--- src/rtl/ahblite_dtcm_pkg.sv ---
// Shared types and encodings for the DTCM AHB-Lite SRAM responder.
// Latency: none (declarations only).
// Backpressure: none (declarations only).
package ahblite_dtcm_pkg;

  typedef enum logic [2:0] {
    S_IDLE,
    S_WR,
    S_RD,
    S_RD_DLY,
    S_ERR1,
    S_ERR2
  } state_e;

  localparam logic [1:0] HTRANS_IDLE   = 2'd0;
  localparam logic [1:0] HTRANS_BUSY   = 2'd1;
  localparam logic [1:0] HTRANS_NONSEQ = 2'd2;
  localparam logic [1:0] HTRANS_SEQ    = 2'd3;

  localparam logic [2:0] HSIZE_BYTE = 3'd0;
  localparam logic [2:0] HSIZE_HALF = 3'd1;
  localparam logic [2:0] HSIZE_WORD = 3'd2;

endpackage

--- src/rtl/ahblite_byte_mask.sv ---
// Byte-lane mask and size/alignment legality for one AHB transfer.
// Latency: combinational.
// Backpressure: none.
module ahblite_byte_mask
  import ahblite_dtcm_pkg::*;
(
  input  logic [2:0] size_i,
  input  logic [1:0] addr_lo_i,
  output logic [3:0] mask_o,
  output logic       illegal_o
);

  // Decode lane mask; anything wider than a word or misaligned is illegal.
  always_comb begin
    mask_o    = 4'b0000;
    illegal_o = 1'b0;
    case (size_i)
      HSIZE_BYTE: mask_o = 4'b0001 << addr_lo_i;
      HSIZE_HALF: begin
        mask_o    = addr_lo_i[1] ? 4'b1100 : 4'b0011;
        illegal_o = addr_lo_i[0];
      end
      HSIZE_WORD: begin
        mask_o    = 4'b1111;
        illegal_o = |addr_lo_i;
      end
      default: illegal_o = 1'b1;
    endcase
  end

endmodule

--- src/rtl/ahblite_dtcm_sram_responder.sv ---
// AHB-Lite slave mapping DTCM transfers onto a 1-cycle single-port SRAM.
// Latency: writes zero-wait; reads 1 cycle (+1 after a write, +WAIT_STATES).
// Backpressure: HREADYOUT low during deferred read, read waits and ERROR first cycle.
module ahblite_dtcm_sram_responder
  import ahblite_dtcm_pkg::*;
#(
  parameter int ADDR_WIDTH  = 14,
  parameter int WAIT_STATES = 0
) (
  input  logic                  HCLK,
  input  logic                  HRESET,
  input  logic                  HSEL,
  input  logic [31:0]           HADDR,
  input  logic [1:0]            HTRANS,
  input  logic                  HWRITE,
  input  logic [2:0]            HSIZE,
  input  logic [2:0]            HBURST,
  input  logic [3:0]            HPROT,
  input  logic [31:0]           HWDATA,
  input  logic                  HREADY,
  output logic                  HREADYOUT,
  output logic                  HRESP,
  output logic [31:0]           HRDATA,
  output logic                  SRAM_CS,
  output logic [3:0]            SRAM_WE,
  output logic [ADDR_WIDTH-1:0] SRAM_ADDR,
  output logic [31:0]           SRAM_WDATA,
  input  logic [31:0]           SRAM_RDATA
);

  localparam logic [1:0] WAIT_INIT = 2'(WAIT_STATES);

  state_e                state_q, state_d;
  logic [1:0]            wait_q, wait_d;
  logic [ADDR_WIDTH-1:0] addr_q, addr_d;
  logic [3:0]            mask_q, mask_d;

  logic                  accept;
  logic                  illegal;
  logic                  hready;
  logic [3:0]            mask_acc;
  logic [ADDR_WIDTH-1:0] haddr_word;
  logic                  unused_ok;

  assign accept     = HSEL & HTRANS[1] & HREADY;
  // Upper address bits alias onto the SRAM; burst/prot carry no meaning here.
  assign haddr_word = HADDR[ADDR_WIDTH+1:2];
  assign unused_ok  = ^{HBURST, HPROT, HTRANS[0], HADDR[31:ADDR_WIDTH+2]};
  assign HREADYOUT  = hready;

  ahblite_byte_mask u_byte_mask (
    .size_i    (HSIZE),
    .addr_lo_i (HADDR[1:0]),
    .mask_o    (mask_acc),
    .illegal_o (illegal)
  );

  // Data-phase outputs per state, then next address phase decode when ready.
  always_comb begin
    state_d    = state_q;
    wait_d     = wait_q;
    addr_d     = addr_q;
    mask_d     = mask_q;
    hready     = 1'b1;
    HRESP      = 1'b0;
    HRDATA     = '0;
    SRAM_CS    = 1'b0;
    SRAM_WE    = 4'b0000;
    SRAM_ADDR  = '0;
    SRAM_WDATA = '0;

    case (state_q)
      S_WR: begin
        SRAM_CS    = 1'b1;
        SRAM_WE    = mask_q;
        SRAM_ADDR  = addr_q;
        SRAM_WDATA = HWDATA;
      end
      S_RD: begin
        hready = (wait_q == 2'd0);
        if (wait_q != 2'd0) wait_d = wait_q - 2'd1;
        else                HRDATA = SRAM_RDATA;
      end
      S_RD_DLY: begin
        SRAM_CS   = 1'b1;
        SRAM_ADDR = addr_q;
        hready    = 1'b0;
        state_d   = S_RD;
        wait_d    = WAIT_INIT;
      end
      S_ERR1: begin
        hready  = 1'b0;
        HRESP   = 1'b1;
        state_d = S_ERR2;
      end
      S_ERR2: HRESP = 1'b1;
      default: ;
    endcase

    if (hready) begin
      state_d = S_IDLE;
      if (accept) begin
        if (illegal) begin
          state_d = S_ERR1;
        end else if (HWRITE) begin
          state_d = S_WR;
          addr_d  = haddr_word;
          mask_d  = mask_acc;
        end else if (state_q == S_WR) begin
          // SRAM port busy with the write data phase: defer the read a cycle.
          state_d = S_RD_DLY;
          addr_d  = haddr_word;
        end else begin
          state_d   = S_RD;
          wait_d    = WAIT_INIT;
          SRAM_CS   = 1'b1;
          SRAM_ADDR = haddr_word;
        end
      end
    end

    // A write in flight when reset hits is dropped; no SRAM access under reset.
    if (HRESET) begin
      SRAM_CS    = 1'b0;
      SRAM_WE    = 4'b0000;
      SRAM_ADDR  = '0;
      SRAM_WDATA = '0;
    end
  end

  // State, wait counter and latched address/mask registers.
  always_ff @(posedge HCLK) begin
    if (HRESET) begin
      state_q <= S_IDLE;
      wait_q  <= '0;
      addr_q  <= '0;
      mask_q  <= '0;
    end else begin
      state_q <= state_d;
      wait_q  <= wait_d;
      addr_q  <= addr_d;
      mask_q  <= mask_d;
    end
  end

endmodule
--- config.mk ---
export PLATFORM = sky130hd
export DESIGN_NAME = ahblite_dtcm_sram_responder
export DESIGN_NICKNAME = d
export VERILOG_FILES = /design/src/rtl/ahblite_dtcm_pkg.sv /design/src/rtl/ahblite_byte_mask.sv /design/src/rtl/ahblite_dtcm_sram_responder.sv
export SDC_FILE = /design/constraint.sdc
export NUM_CORES = 1
export LEC_CHECK = 0
export CAP_MARGIN = 5
export CORE_UTILIZATION = 28
export DETAILED_ROUTE_END_ITERATION = 16
export GPL_TIMING_DRIVEN = 0
export PLACE_DENSITY = 0.88
export SYNTH_ARGS = -nofsm -noshare
export SYNTH_HDL_FRONTEND = slang
export SYNTH_SLANG_ARGS = --single-unit
--- constraint.sdc ---
create_clock -name HCLK -period 2 [get_ports HCLK]
set_input_delay 0.2 -clock HCLK [delete_from_list [all_inputs] [get_ports HCLK]]
set_output_delay 0.2 -clock HCLK [all_outputs]
set_load 0.01 [all_outputs]
==> impl_metrics.tcl <==
set metrics [dict create \
    status "complete, but fails checks" \
    vias_in_the_first_global_route 2153 \
    violations_in_the_final_reports "negative setup slack" \
    biggest_fanout_along_the_worst_timing_path 5 \
    grt_usage_pct 21.0 \
    setup_viol 41 \
    stdcell_count 500 \
    p_per_area_nw_per_um2 289 \
    synth_mux_area_share_pct 10.3 \
    finalMaxSlewViolations 0 \
    wire_per_inst_um 15.0 \
    drt_pre_antenna_iters 4 \
    worst_clock_skew_ns 0.00743 \
    core-area_um2 5960 \
    post_synth_main_area_contributors "sky130_fd_sc_hd__dfxtp_1 (26%), sky130_fd_sc_hd__and2_1 (24%), sky130_fd_sc_hd__nand2b_1 (12%)" \
    grt_first_pass_wirelength_um 10700 \
    post-synth-top-area-fraction_pct 26.4 \
    worstSetupPathType "reg -> out" \
    finalWorstPathRequiredPeriod_ns 2.20 \
    fp.dieArea_um2 6550 \
    timing.final.crit_share_pct 110 \
    clkSinkCount 23 \
    synthToLayoutAreaGrowth_pct 114 \
    number_of_synthesized_register_bits 23 \
    timing.critical_path.from_type "flip-flop" \
    clkLatencyLatePin_ns 0.27 \
    post_synth_instance_area_um2 1740 \
    place_inst 470 \
    synth_top_family_by_area "simple AND/OR/NAND/NOR gates" \
    post_synth_fa_ha_maj_area_fraction_pct 0 \
    synth_xor_area_share_pct 0 \
    detail-route-antenna-nets 0 \
    cts_tree "done" \
    achievable-frequency_mhz 454 \
    route.detailed.drc 0 \
    grt_max_degree 14 \
    post_synth_num_cell_types 31 \
    die_height_um 80.9 \
    clock-root-buffer "sky130_fd_sc_hd__clkbuf_8" \
    post_synth_and_or_nand_nor_area_fraction_pct 45.3 \
    antenna_cells 0 \
    ir_worst_vdd_mv 0.349 \
    syn-num-nets 335 \
    most_common_library_cell_in_the_layout_ignoring_fill_and_taps "sky130_fd_sc_hd__clkdlybuf4s50_1" \
    synth.yosys.warnings 0 \
    ctsHtreeMaxLevel 1 \
    layout_setup_ws_ns -0.205 \
    worstMarginPinSlew_ns 0.449 \
    design.portCount 198 \
    core.rowCount 28 \
    antenna_found_initial 0 \
    cap_violations 0 \
    post_synth_inst_count 222 \
    p_leak_nw 1.71 \
    layout_cells_sized_above_1_pct 35.1 \
    synth_compound_gate_area_share_pct 13.1 \
    crit_path_end_kind "primary output" \
    worst_hold_path_type "reg -> reg" \
    finalHoldViolations 0 \
    place.port_buffers 173 \
    mostFrequentLayoutCells "sky130_fd_sc_hd__clkdlybuf4s50_1 (89), sky130_fd_sc_hd__and2_1 (65), sky130_fd_sc_hd__buf_2 (65)" \
    vias 2288 \
    synth_top_area_cell "sky130_fd_sc_hd__dfxtp_1" \
    synth_seq_area_share_pct 26.4 \
    rsz0062_at_grt "true" \
    data_arrival_time_of_the_worst_path_ns 2.00 \
    globalRoute.totalOverflow 0 \
    tritoncts.num_buffers 3 \
    detailedPlace.worstSlack_ns -0.827 \
    via_per_inst 4.58 \
    die-width_um 80.9 \
    timing.critical_path.required_ns 1.80 \
    timing.slew.headroom_pct 69.9 \
    clock_path_buffers 2 \
    detail_route.wirelength_um 7490 \
    fin_nets 539 \
    dr.first_iter.drc_count 28 \
    post-dp-hpwl_um 5270 \
    cts.clk_slew.worst_paths_ns 0.09 \
    place_congestion 0.735 \
    synthesis.area_per_instance_um2 7.86 \
    initial_core_util_pct 29.3 \
]
-- path summary, 6_finish.rpt --
check | to | startpoint | slack, ns | cells after the start
hold / removal | mask_q[2] | mask_q[2] | 0.48 | 2
setup / recovery | SRAM_ADDR[0] | state_q[0] | -0.20 | 5
hold reg to reg | mask_q[2] | mask_q[2] | 0.48 | 2
setup reg to reg | addr_q[8] | state_q[0] | 0 | 7
-- flip-flops by register name, indices dropped and copies added, names as in the netlist --
| signal | flops |
|---|---|
| addr_q | 14 |
| wait_q | 2 |
| mask_q | 4 |
| state_q | 3 |
-- cell usage after synthesis --
cell type and instances:
sky130_fd_sc_hd__or3_4 1, sky130_fd_sc_hd__mux2i_1 18, sky130_fd_sc_hd__buf_2 2, sky130_fd_sc_hd__a311oi_1 1
sky130_fd_sc_hd__dfxtp_1 23, sky130_fd_sc_hd__nor2b_1 2, sky130_fd_sc_hd__o21ba_2 3, sky130_fd_sc_hd__nor3b_1 1
sky130_fd_sc_hd__buf_12 1, sky130_fd_sc_hd__and2b_2 1, sky130_fd_sc_hd__nor3_1 3, sky130_fd_sc_hd__nand2_1 8
sky130_fd_sc_hd__and4b_1 1, sky130_fd_sc_hd__nand3b_1 1, sky130_fd_sc_hd__o21ai_0 13, sky130_fd_sc_hd__o21bai_1 2
sky130_fd_sc_hd__a211oi_1 1, sky130_fd_sc_hd__nand2b_1 33, sky130_fd_sc_hd__inv_1 2, sky130_fd_sc_hd__clkbuf_1 10
sky130_fd_sc_hd__a22oi_1 1, sky130_fd_sc_hd__buf_6 1, sky130_fd_sc_hd__a211oi_2 1, sky130_fd_sc_hd__nand3_1 3
sky130_fd_sc_hd__nor3b_2 1, sky130_fd_sc_hd__and2_1 68, sky130_fd_sc_hd__or2b_2 1, sky130_fd_sc_hd__a21oi_1 6
sky130_fd_sc_hd__o22ai_1 7, sky130_fd_sc_hd__nor2_1 5, sky130_fd_sc_hd__a21boi_0 1
-- final cells by class --
cell class	count	area (um^2)
Inverter	2	7.51
Timing Repair Buffer	199	1650
Clock inverter	1	5.00
Tap cell	75	93.8
Clock buffer	3	41.3
Fill cell	536	2220
Multi-Input combinational cell	183	1320
Sequential cell	23	463
Buffer	14	159
-- power breakdown --
part	switching [mW]	total (mW)	internal, mW
Clock	0.155	0.295	0.139
Sequential	0.00291	0.465	0.462
Combinational	0.101	0.322	0.221
-- metal layers --
layer  vias up  track usage [%]  wire length (um)
met3        11             4.27               643
met2        97             41.3              3930
met1      1037             21.7              2760
met5         -                0                 0
li1       1143                -                 -
met4         0             6.96               150
-- critical path: stages, from the launching register on --
cell and delay, ns:
sky130_fd_sc_hd__dfxtp_2 0.34, sky130_fd_sc_hd__or3_4 0.41, sky130_fd_sc_hd__a211oi_4 0.36, sky130_fd_sc_hd__nand3_4 0.16, sky130_fd_sc_hd__o21ai_1 0.18, sky130_fd_sc_hd__dlygate4sd2_1 0.28
-- logic make-up after synthesis --
logic type             count (synthesis)
AOI/OAI and AO/OA                     36
DFF                                   23
buffers and inverters                 16
and+or+nand+nor                      129
muxes                                 18
-- what timing repair did --
| item | in CTS | in global routing |
|---|---|---|
| pin swaps | 18 | 7 |
| setup buffers | 16 | 7 |
| hold endpoints to repair | 0 | 0 |
| hold buffers | 0 | 0 |
| setup endpoints to repair | 87 | 74 |
| gates resized for setup | 350 | 42 |
| cloned | 2 | 1 |
-- metrics by stage --
step | utilization (%) | hold slack [ns] | area, um^2 | setup TNS, ns | power, mW
after floorplan | - | 0.373 | 1740 | 0 | 0.553
after global placement | 59.9 | 0.458 | 3570 | -40.04 | 0.761
after detailed placement | 59.9 | 0.469 | 3570 | -41.75 | 0.765
after CTS | 61.2 | 0.484 | 3640 | -2.37 | 1.07
after global routing | 62.8 | 0.504 | 3740 | -7.70 | 1.12
final | 62.8 | 0.482 | 3740 | -4.34 | 1.08
Note: power is estimated with default switching activity, not from simulation.
